### src/rtl/bcd_scan_display_if.sv
// Signal bundle between the count/control source and the BCD scan display block.
interface bcd_scan_display_if #(
    parameter int DIGITS = 4
);
    logic                  countup;
    logic                  clear;
    logic                  hold;
    logic [4*DIGITS-1:0]   value;
    logic                  overflow;
    logic [7:0]            seg;
    logic [DIGITS-1:0]     dig;

    modport master (
        output countup, clear, hold,
        input  value, overflow, seg, dig
    );

    modport slave (
        input  countup, clear, hold,
        output value, overflow, seg, dig
    );
endinterface

### src/rtl/bcd_scan_display.sv
// BCD event counter with a multiplexed 7-segment scan driver (blank gap per digit slot).
// Optional leading-zero blanking is enabled by defining BCD_SCAN_LZB_EN.
module bcd_scan_display #(
    parameter int DIGITS   = 4,
    parameter int SCAN_DIV = 1024,
    parameter int BLANK    = 64
) (
    input  logic              clock,
    input  logic              reset_n,
    bcd_scan_display_if.slave bus
);
    localparam int PW = $clog2(SCAN_DIV);
    localparam int IW = (DIGITS > 1) ? $clog2(DIGITS) : 1;
    localparam logic [PW-1:0] P_GAP_END = PW'(BLANK - 1);
    localparam logic [PW-1:0] P_LAST    = PW'(SCAN_DIV - 1);
    localparam logic [IW-1:0] I_LAST    = IW'(DIGITS - 1);
    localparam logic [0:0]    S_BLANK   = 1'b0;
    localparam logic [0:0]    S_DRIVE   = 1'b1;

    logic                countup_d;
    logic                inc;
    logic [4*DIGITS-1:0] count;
    logic [4*DIGITS-1:0] count_nxt;
    logic                carry;
    logic                ovf;
    logic [PW-1:0]       pcnt;
    logic [IW-1:0]       idx;
    logic [0:0]          state;
    logic [7:0]          seg_r;
    logic [7:0]          seg_nxt;
    logic [DIGITS-1:0]   dig_r;
    logic [DIGITS-1:0]   dig_nxt;
    logic [3:0]          nib;
    logic                blank_lz;
`ifdef BCD_SCAN_LZB_EN
    logic                zeros_above;
`endif

    function automatic logic [6:0] decode(input logic [3:0] d);
        case (d)
            4'd0:    decode = 7'h3F;
            4'd1:    decode = 7'h06;
            4'd2:    decode = 7'h5B;
            4'd3:    decode = 7'h4F;
            4'd4:    decode = 7'h66;
            4'd5:    decode = 7'h6D;
            4'd6:    decode = 7'h7D;
            4'd7:    decode = 7'h07;
            4'd8:    decode = 7'h7F;
            4'd9:    decode = 7'h6F;
            default: decode = 7'h00;
        endcase
    endfunction

    assign inc = bus.countup & ~countup_d & ~hold_in();

    function automatic logic hold_in();
        hold_in = bus.hold;
    endfunction

    // Ripple carry: a digit only moves while every lower digit was 9; carry out means wrap.
    always_comb begin
        count_nxt = count;
        carry     = 1'b1;
        for (int k = 0; k < DIGITS; k++) begin
            if (carry) begin
                if (count[4*k +: 4] == 4'd9) begin
                    count_nxt[4*k +: 4] = 4'd0;
                end else begin
                    count_nxt[4*k +: 4] = count[4*k +: 4] + 4'd1;
                    carry               = 1'b0;
                end
            end
        end
    end

    always_ff @(posedge clock or negedge reset_n) begin
        if (!reset_n) begin
            countup_d <= 1'b0;
            count     <= '0;
            ovf       <= 1'b0;
        end else begin
            countup_d <= bus.countup;
            if (bus.clear) begin
                count <= '0;
                ovf   <= 1'b0;
            end else if (inc) begin
                count <= count_nxt;
                if (carry) begin
                    ovf <= 1'b1;
                end
            end
        end
    end

    always_comb begin
        nib      = 4'd0;
        blank_lz = 1'b0;
        for (int k = 0; k < DIGITS; k++) begin
            if (IW'(k) == idx) begin
                nib = count[4*k +: 4];
            end
        end
`ifdef BCD_SCAN_LZB_EN
        zeros_above = 1'b1;
        for (int k = DIGITS - 1; k >= 1; k--) begin
            zeros_above = zeros_above & (count[4*k +: 4] == 4'd0);
            if (IW'(k) == idx) begin
                blank_lz = zeros_above;
            end
        end
`endif
        seg_nxt = {(idx == '0) & ovf, blank_lz ? 7'h00 : decode(nib)};
        dig_nxt = DIGITS'(1) << idx;
    end

    // Slot timing: blank for pcnt 0..BLANK-1, drive for the rest, index steps at prescaler wrap.
    always_ff @(posedge clock or negedge reset_n) begin
        if (!reset_n) begin
            pcnt  <= '0;
            idx   <= '0;
            state <= S_BLANK;
            seg_r <= 8'h00;
            dig_r <= '0;
        end else begin
            pcnt <= (pcnt == P_LAST) ? '0 : pcnt + PW'(1);
            if (pcnt == P_LAST) begin
                idx <= (idx == I_LAST) ? '0 : idx + IW'(1);
            end
            case (state)
                S_BLANK: begin
                    if (pcnt == P_GAP_END) begin
                        state <= S_DRIVE;
                        seg_r <= seg_nxt;
                        dig_r <= dig_nxt;
                    end else begin
                        seg_r <= 8'h00;
                        dig_r <= '0;
                    end
                end
                default: begin
                    if (pcnt == P_LAST) begin
                        state <= S_BLANK;
                        seg_r <= 8'h00;
                        dig_r <= '0;
                    end else begin
                        seg_r <= seg_nxt;
                        dig_r <= dig_nxt;
                    end
                end
            endcase
        end
    end

    assign bus.value    = count;
    assign bus.overflow = ovf;
    assign bus.seg      = seg_r;
    assign bus.dig      = dig_r;
endmodule

### src/flat_wrapper.sv
// flat-port wrapper written by rule: the top's interface ports become plain ports
module bcd_scan_display_flat 
#(
    parameter int DIGITS   = 4,
    parameter int SCAN_DIV = 1024,
    parameter int BLANK    = 64
)
  (clock, reset_n, bus_countup, bus_clear, bus_hold, bus_value, bus_overflow, bus_seg, bus_dig);
  bcd_scan_display_if #(.DIGITS(DIGITS)) bus_i ();
  input  logic clock;
  input  logic reset_n;
  input wire logic [$bits(bus_i.countup)-1:0] bus_countup;
  input wire logic [$bits(bus_i.clear)-1:0] bus_clear;
  input wire logic [$bits(bus_i.hold)-1:0] bus_hold;
  output wire logic [$bits(bus_i.value)-1:0] bus_value;
  output wire logic [$bits(bus_i.overflow)-1:0] bus_overflow;
  output wire logic [$bits(bus_i.seg)-1:0] bus_seg;
  output wire logic [$bits(bus_i.dig)-1:0] bus_dig;
  assign bus_i.countup = bus_countup;
  assign bus_i.clear = bus_clear;
  assign bus_i.hold = bus_hold;
  assign bus_value = bus_i.value;
  assign bus_overflow = bus_i.overflow;
  assign bus_seg = bus_i.seg;
  assign bus_dig = bus_i.dig;
  bcd_scan_display #(.DIGITS(DIGITS), .SCAN_DIV(SCAN_DIV), .BLANK(BLANK)) u_core (.clock(clock), .reset_n(reset_n), .bus(bus_i));
endmodule
### config.mk
export PLATFORM = sky130hd
export DESIGN_NAME = bcd_scan_display_flat
export DESIGN_NICKNAME = d
export VERILOG_FILES = /design/src/rtl/bcd_scan_display_if.sv /design/src/rtl/bcd_scan_display.sv /design/src/flat_wrapper.sv
export SDC_FILE = /design/constraint.sdc
export NUM_CORES = 1
export LEC_CHECK = 0
export CAP_MARGIN = 5
export CORE_MARGIN = 2
export CORE_UTILIZATION = 49
export CTS_CLUSTER_SIZE = 25
export DETAILED_ROUTE_END_ITERATION = 6
export PLACE_DENSITY_LB_ADDON = 0.05
export SLEW_MARGIN = 5
export SYNTH_ARGS = -nofsm -noshare
export SYNTH_HDL_FRONTEND = slang
export SYNTH_SLANG_ARGS = --single-unit
export TNS_END_PERCENT = 5
### constraint.sdc
create_clock -name clock -period 2.15 [get_ports clock]
set_clock_uncertainty 0.1 [all_clocks]
set_input_delay 0.43 -clock clock [delete_from_list [all_inputs] [get_ports clock]]
set_output_delay 0.43 -clock clock [all_outputs]
set_load 0.01 [all_outputs]
* After elaboration in Yosys (flattened, before gate mapping)
Memory sizes are Yosys's and may differ from the RTL's.
Cells that the tools add are included.
** Cells by class
- Add/sub/neg operators :: 6
- Equal/unequal tests :: 10
- Shifts and indexed selects :: 1
- Multiplexer cells :: 34
- Bitwise gates (word level) :: 5
- Reduce and logical (&&, ||, !) cells :: 10
** Operators with widths (number)
- $mux 4 :: 14
- $mux 16 :: 2
- $mux 8 :: 3
- $add 4x1->4 const B :: 4
- $eq 4x4->1 const B :: 4
- $mux 1 :: 13
- $add 10x1->10 const B :: 1
- $eq 10x10->1 const B :: 1
- $eq 10x6->1 const B :: 1
- $mux 10 :: 1
- $reduce_bool 2->1 :: 5
- $reduce_and 2->1 :: 4
- $eq 2x2->1 const A :: 2
- $shl 1x2->4 const A :: 1
- $and 1x1->1 :: 3
- $add 2x1->2 const B :: 1
- $eq 1x2->1 const A :: 1
- $eq 2x2->1 const B :: 1
- $logic_not 2->1 :: 1
- $mux 2 :: 1
- $not 1->1 :: 2
** Word-level totals
- Register bits :: 43
- Memory bits (read-only) :: 112
- Input bits :: 5
- Output and inout bits :: 29
- Word-level logic and storage cells :: 78
- Memories kept :: 1
** Memory list
- (name not given) :: words 16, bits a word 7, rd ports 1, clocked after Yosys merged registers in 0, wr ports 0, RTL line bcd_scan_display.sv:40 : case (d)

* Longest topological paths before layout
Gate-level depths: netlist (run 1).
- Depth after elaboration :: 8
- Mapped depth :: 10
- Gate-level depth less buffers :: 9

* Worst setup path after synthesis (run 1)
No wires, ideal clock.
- Path type :: reg-to-reg
- From :: register u_core.idx[0]
- To :: register u_core.seg_r[3] (netlist: u_core.bus.seg[3])
- Setup time :: 0.101 ns
- Arrival time :: 1.921 ns
- Required time :: 1.949 ns
- Setup slack :: 0.028 ns
- Stages on the path, launching flop included :: 8
- Path buffers :: 0
- Period minus slack after synthesis :: 2.122 ns
- Cells stage by stage :: dfrtp_1 -> ha_1 -> nand2b_1 -> o221ai_1 -> inv_1 -> ha_1 -> and3_1 -> nor4_1
** On the way
- Cells in the longest elaborated chain, start to end :: 8
- Elaborated cells between the ends (all ways) :: 12
- Classes of those cells :: eq/ne (3); mux (7); reduce/logical (1); memory (1)
** Ends and longest elaborated chain
- from (decl) :: RTL line bcd_scan_display.sv:27 : logic [IW-1:0] idx;
- from (signal assigned) :: RTL line bcd_scan_display.sv:128 : idx <= (idx == I_LAST) ? '0 : idx + IW'(1);
- $logic_not 2->1 :: RTL line bcd_scan_display.sv:100 : if (IW'(k) == idx) begin
- $mux 4 (3 in a row) :: RTL line bcd_scan_display.sv:100
- $mux 4 (*) :: RTL line bcd_scan_display.sv:100
- $mem_v2 16x7 (*)
- $mux 8 (on tied branches) :: RTL line bcd_scan_display.sv:132, bcd_scan_display.sv:142
- $mux 8 (*) :: RTL line bcd_scan_display.sv:130 : case (state)
- to (signal assigned) :: RTL line bcd_scan_display.sv:134 : seg_r <= seg_nxt;
- to (signal assigned) :: RTL line bcd_scan_display.sv:147 : seg_r <= seg_nxt;
- to (decl) :: RTL line bcd_scan_display.sv:29 : logic [7:0] seg_r;
Every way passes the cells marked *; elsewhere a longest branch is shown, timed or not.
A chain may end at the register's enable or synchronous reset.

* Final worst setup path (run 1)
Same ends and word-level chain as after synthesis.

==> results of run 1 <==
==> per-stage QoR <==
stage               hold slack [ns]  util, %  std cells  worst slack [ns]  instance area, sq um
floorplan                   0.03441        -        223           0.02771                  2282
global placement             0.3550    62.81        322           -0.2318                  2773
detailed placement           0.3628    62.81        322           -0.2628                  2773
CTS                          0.1106    64.99        329           0.02447                  2869
global route                 0.1475    66.35        329         -0.006989                  2929
finish                      0.09979    66.35        329           0.09813                  2929
==> area by class of cell <==
type	instances	share of cell area, %
clock inverter	1	0.1709
timing repair buffer	52	16.10
tap	52	2.221
multi-input combinational	162	40.28
sequential	43	36.74
clock buffer	6	2.819
inverter	13	1.666
==> cell usage in the layout (no fill, tap or decap), types with 2 or more instances in the layout <==
cell / instances
a21oi_1: 8
a311oi_1: 2
a31oi_1: 2
a32oi_1: 2
and2_1: 3
and3_1: 10
and4_1: 2
buf_4: 18
clkbuf_8: 6
clkdlybuf4s50_1: 32
dfrtp_1: 43
ha_1: 12
ha_2: 4
inv_1: 11
inv_2: 2
mux2i_1: 3
nand2_1: 18
nand3_1: 8
nand3b_1: 4
nor2_1: 27
nor2b_1: 2
nor3_1: 4
nor4_2: 2
o211ai_1: 3
o21ai_0: 6
o31ai_1: 2
xnor2_1: 4
xor2_1: 5
==> logic make-up (layout without fill, tap and decap cells) <==
group | after synthesis | after routing
compound gates | 42 | 42
xor+xnor | 9 | 9
buf+inv | 18 | 72
flops | 43 | 43
mux | 3 | 3
simple gates | 92 | 92
fa+ha+maj | 16 | 16
==> repair_timing <==
action / CTS / global route
pin swaps: 0 / 3
endpoints found under the setup margin: 2 / 10
resized for setup: 2 / 14
==> routing by layer <==
metal	up-vias	global-route usage (%)	part of all wire [%]
met5	-	0	0
met4	0	5.660	1.6
met3	9	4.306	4.1
met2	44	29.97	47
met1	867	27.25	47
li1	904	-	-
==> report_power, final <==
group          internal, uW  total (uW)  leakage [uW]  switching (uW)
sequential              820         839      0.000580            19.3
combinational          63.5         128      0.000714            64.8
clock                   252         525     0.0000470             273
total                  1140        1490       0.00134             357
==> synthesized netlist by cell type (4+ instances only) <==
cell type	count
nand2_1	19
nor2_1	28
nor3_1	4
inv_1	12
o21ai_0	6
nand3_1	8
xnor2_1	4
and3_1	10
xor2_1	5
dfrtp_1	43
a21oi_1	8
ha_1	16
nand3b_1	4
==> registers in the layout, summed over array words and instances, names as in the netlist <==
signal / count
u_core.bus.dig: 4
u_core.bus.overflow: 1
u_core.bus.seg: 8
u_core.bus.value: 16
u_core.countup_d: 1
u_core.idx: 2
u_core.pcnt: 10
u_core.state: 1
==> how the worst max path moves through the flow <==
stage | cells after the start | endpoint | slack (ns)
floorplan | 7 | u_core.bus.seg[3] | 0.03
CTS | 9 | u_core.bus.seg[3] | 0.02
global route | 7 | u_core.bus.seg[0] | -0.007
finish | 8 | u_core.bus.seg[3] | 0.1
global placement | 7 | u_core.bus.value[14] | -0.23
detailed placement | 7 | u_core.bus.value[14] | -0.26
==> flow_summary.ini, run 1 <==
[hold_path]
hp-class = input pin to async pin

[critical_path]
crit_buf_inv = 1
path_max_fanout = 4
cp_slowest_cell = dfrtp_1
cp-end-kind = register
worstPathCellList = inv_2 > ha_2 > nand2_1 > o211ai_1 > o221ai_4 > ha_1 > and3_1 > nor4_2
r2r_end = u_core.bus.seg[3]
ff2ff_path_depth = 8
worstPathArrival_ns = 2.16
cp_top_family = adder cells
crit_path_start = u_core.idx[0]
r2r-start = u_core.idx[0]
r2r_slack_ns = 0.1
critPathLaunchType = register
max_stage_delay_ns = 0.43
critical_path_class = register to register
required_ns = 2.26

[clock_network]
path_clk_slew_ns = 0.08
cts_setup_buffers = 0
cts_buffer_depth = 2
ctsHoldBuffers = 0
cts_made_buffers = 5
insertion_delay_ns = 0.30
cts.sinks = 43
cts_tree = built
root_buffer = clkbuf_8
htree_levels = 2

[route]
wl_per_cell_microns = 14.41
via_per_inst = 5.544
first_pass_iters = 4
wirelength_mm = 4.741
drt_iter0_drc = 93
drc = 0
detail-route-antenna-nets = 0
vias = 1824

[yosys]
ys_ff_latch = 43
synthTopCellsByArea = dfrtp_1 (47%), ha_1 (8.8%), nor2_1 (4.6%)
ys_async_sr_fraction_pct = 100.0
synthXorXnorAreaFrac_pct = 3.454
ys_types = 52
synth_warnings = 0
synth.top_cell.area_share_pct = 47.15
synth_nets = 244
synth-seq-area-share_pct = 47.15
synth-edff-count = 0
dominantRegCellSynth = dfrtp_1
synthAdderAreaFrac_pct = 8.772
avgSynthCellArea_sq_um = 10.23
synth_top_family_by_area = simple AND/OR/NAND/NOR gates
synth-simple-area-share_pct = 21.05
syn-cell-area_sq_um = 2282
yosys.area.top_type = dfrtp_1
synth_compound_area_share_pct = 14.25
synthCells = 223
muxShareOfSynthArea_pct = 1.316

[finish]
area_growth_pct = 28.34
seq_area_sq_um = 1076
multi_input_area_sq_um = 1180
num-fill-cells = 358
layout-drive-gt1-share_pct = 18.05
final_nets = 298
n_antenna_cell = 0

[grt]
grt_pass1_vias = 1691
gr-usage-all-layers_pct = 19.30
grt_overflow_total = 0
antenna_found_initial = 0
grt_pass1_wl_mm = 7.859
grt_start_max_net_pins = 44

[sta]
period_minus_slack_ns = 2.052
fin_setup_tns_ns = 0
slew_headroom_pct = 63.73
rsz0062_at_grt = true
timing.fmax_ghz = 0.4874
setup_viol = 0
maxSlewViolCount = 0
worst_pin_slew_ns = 0.5440
min_period_over_period_pct = 95.44
hold_violations = 0

[pwr]
p_total_uw = 1493
p_leak_uw = 0.001341
vdd_drop_max_v = 0.0003132
power.density_nw_per_um2 = 509.6

[place]
gp_congestion = 0.7948
place.port_buffers = 33
dp.final_hpwl_mm = 3.342

[die]
num_io_pins = 34
die_h_microns = 72.25
row_count = 24
die_area_sq_um = 5219
initial_utilization_pct = 51.70
die_w_microns = 72.25
core-area_sq_um = 4414

[flow_run]
drv_cap = 0

[outcome]
run_status = finished, final reports clean
Note: power is estimated with default switching activity, not from simulation.
==> run 2: changes to the inputs <==
--- a/config.mk
+++ b/config.mk
@@ -10,6 +10,7 @@
 export CORE_UTILIZATION = 49
 export CTS_CLUSTER_SIZE = 25
 export DETAILED_ROUTE_END_ITERATION = 6
+export MAX_ROUTING_LAYER = met4
 export PLACE_DENSITY_LB_ADDON = 0.05
 export SLEW_MARGIN = 5
 export SYNTH_ARGS = -nofsm -noshare
==> constraint.sdc (replaced) <==
create_clock -name clock -period 2.15 [get_ports clock]
set_clock_uncertainty 0.1 [all_clocks]
set_input_delay 0.43 -clock clock [delete_from_list [all_inputs] [get_ports clock]]
set_output_delay 0.43 -clock clock [all_outputs]
set_load 0.02 [all_outputs]
==> run 2 against run 1 <==
Effect of this change: non-clock buffer count increased by 1; highest routed layer unchanged; global-route usage increased by 0.48 points; sequential cell count unchanged; via count decreased by 0.60%.
==> flow_summary.ini, run 2 (synthesized netlist as in run 1, its figures left out) <==
[grt]
grt_pass1_vias = 1727
grt_use_met2_pct = 30.07
grt_use_met1_pct = 26.68
gr-usage-all-layers_pct = 19.78
antenna_found_initial = 0
met3_usage_pct = 4.722
busiest_layer = met2
grt_pass1_wl_mm = 7.866
grt_overflow_total = 0
grt_start_max_net_pins = 44

[pwr]
p_leak_uw = 0.001361
p_comb_share_pct = 7.6
p_int_uw = 1344
swShare_pct = 21.42
vdd_drop_max_v = 0.0003673
power.density_nw_per_um2 = 577.9
p_total_uw = 1711
p_sw_uw = 366.5
clkPwrFrac_pct = 43.2
p_seq_share_pct = 49.2

[sta]
timing.fmax_ghz = 0.4939
setup_viol = 0
slew_headroom_pct = 64.03
hold_violations = 0
period_minus_slack_ns = 2.025
rsz0062_at_grt = false
maxSlewViolCount = 0
fin_setup_tns_ns = 0
min_period_over_period_pct = 94.18
worst_pin_slew_ns = 0.5395

[clock_network]
ctsHoldBuffers = 0
cts_buffer_depth = 2
cts.sinks = 43
htree_levels = 2
cts_tree = built
insertion_delay_ns = 0.29
path_clk_slew_ns = 0.08
root_buffer = clkbuf_8
cts_made_buffers = 5

[place]
dp.final_hpwl_mm = 3.271
gp_congestion = 0.8081
place.port_buffers = 33

[die]
core-area_sq_um = 4414
initial_utilization_pct = 51.70
die_h_microns = 72.25
die_w_microns = 72.25
num_io_pins = 34
die_area_sq_um = 5219
row_count = 24

[route]
drt_iter0_drc = 59
first_pass_iters = 5
drc = 0
via_per_inst = 5.477
detail-route-antenna-nets = 0
wl_per_cell_microns = 14.22
wirelength_mm = 4.707
vias = 1813

[outcome]
run_status = finished, final reports clean

[finish]
seq_area_sq_um = 1076
num-fill-cells = 351
mostFrequentLayoutCell = dfrtp_1
final_nets = 299
largest_reg_flops = 16
multi_input_area_sq_um = 1162
n_antenna_cell = 0
layout-drive-gt1-share_pct = 17.92
area_growth_pct = 29.71
final_cell_mix = dfrtp_1 (43), clkdlybuf4s50_1 (32), nor2_1 (27), buf_4 (20), nand2_1 (18)

[critical_path]
max_stage_delay_ns = 0.43
required_ns = 2.24
worstPathArrival_ns = 2.12
cp-end-kind = register
critical_path_class = register to register
worstPathCellList = inv_2 > ha_2 > nand2_1 > o211ai_1 > o221ai_2 > ha_1 > and3_1 > nor4_1
critPathLaunchType = register
path_max_fanout = 4
cp_slowest_cell = dfrtp_1

[flow_run]
drv_cap = 0

[hold_path]
hp-class = input pin to async pin
==> run 2: metal layers <==
metal  wire, microns  part of all wire, %  vias to the layer above
li1                -                    -                      902
met1            2242                   48                      874
met2            2270                   48                       35
met3             169                  3.6                        2
met4              25                 0.53                        0
met5               0                    0                        -
==> run 2: through the flow <==
step	area [sq um]	setup WS [ns]	std cells	hold slack (ns)	utilization (%)
floorplan	2282	0.02771	223	0.03441	-
global placement	2765	-0.2320	321	0.3550	62.64
detailed placement	2765	-0.2676	321	0.3637	62.64
CTS	2914	0.009261	329	0.1181	66.01
global route	2960	0.003294	331	0.1427	67.06
finish	2960	0.1251	331	0.1010	67.06
==> run 2: final timing paths <==
| kind | end | startpoint | slack (ns) | cells after the start |
|---|---|---|---|---|
| hold / removal | u_core.pcnt[4] | reset_n | 0.10 | 2 |
| setup / recovery | u_core.bus.seg[3] | u_core.idx[0] | 0.13 | 8 |
| setup reg to reg | u_core.bus.seg[3] | u_core.idx[0] | 0.13 | 8 |
| max in group asynchronous | u_core.bus.value[8] | reset_n | 1.48 | 2 |
| min in group clock | u_core.pcnt[4] | u_core.pcnt[4] | 0.37 | 1 |
| hold reg to reg | u_core.pcnt[4] | u_core.pcnt[4] | 0.37 | 1 |
==> run 2: power groups by stage <==
| stage | Sequential (uW) | Combinational (uW) | Clock (uW) |
|---|---|---|---|
| floorplan | 866 | 47.4 | 0 |
| global placement | 857 | 129 | 0 |
| detailed placement | 857 | 130 | 0 |
| CTS | 841 | 131 | 762 |
| global route | 845 | 144 | 789 |
| finish | 842 | 129 | 740 |
==> run 2: what timing repair did <==
item / in CTS / in global routing
gates resized for setup: 4 / 9
pin swaps: 0 / 3
buffers inserted: 0 / 2
setup endpoints to repair: 4 / 12
hold endpoints to repair: 0 / 0
==> run 2: critical path: cells and delay by family, from the launching register on <==
family	cells	cell delay, ns
AOI/OAI and AO/OA	2	0.38
and+or+nand+nor	3	0.39
buffers and inverters	1	0.10
DFF	1	0.43
adders and majority gates	2	0.53
==> run 2: cell type report <==
cell class | count | area share (%)
multi-input cells | 162 | 39.26
flip-flops and latches | 43 | 36.35
repair buffers | 53 | 16.06
clock buffers | 6 | 2.451
well taps | 52 | 2.198
clock inverters | 2 | 2.029
inverters | 13 | 1.648
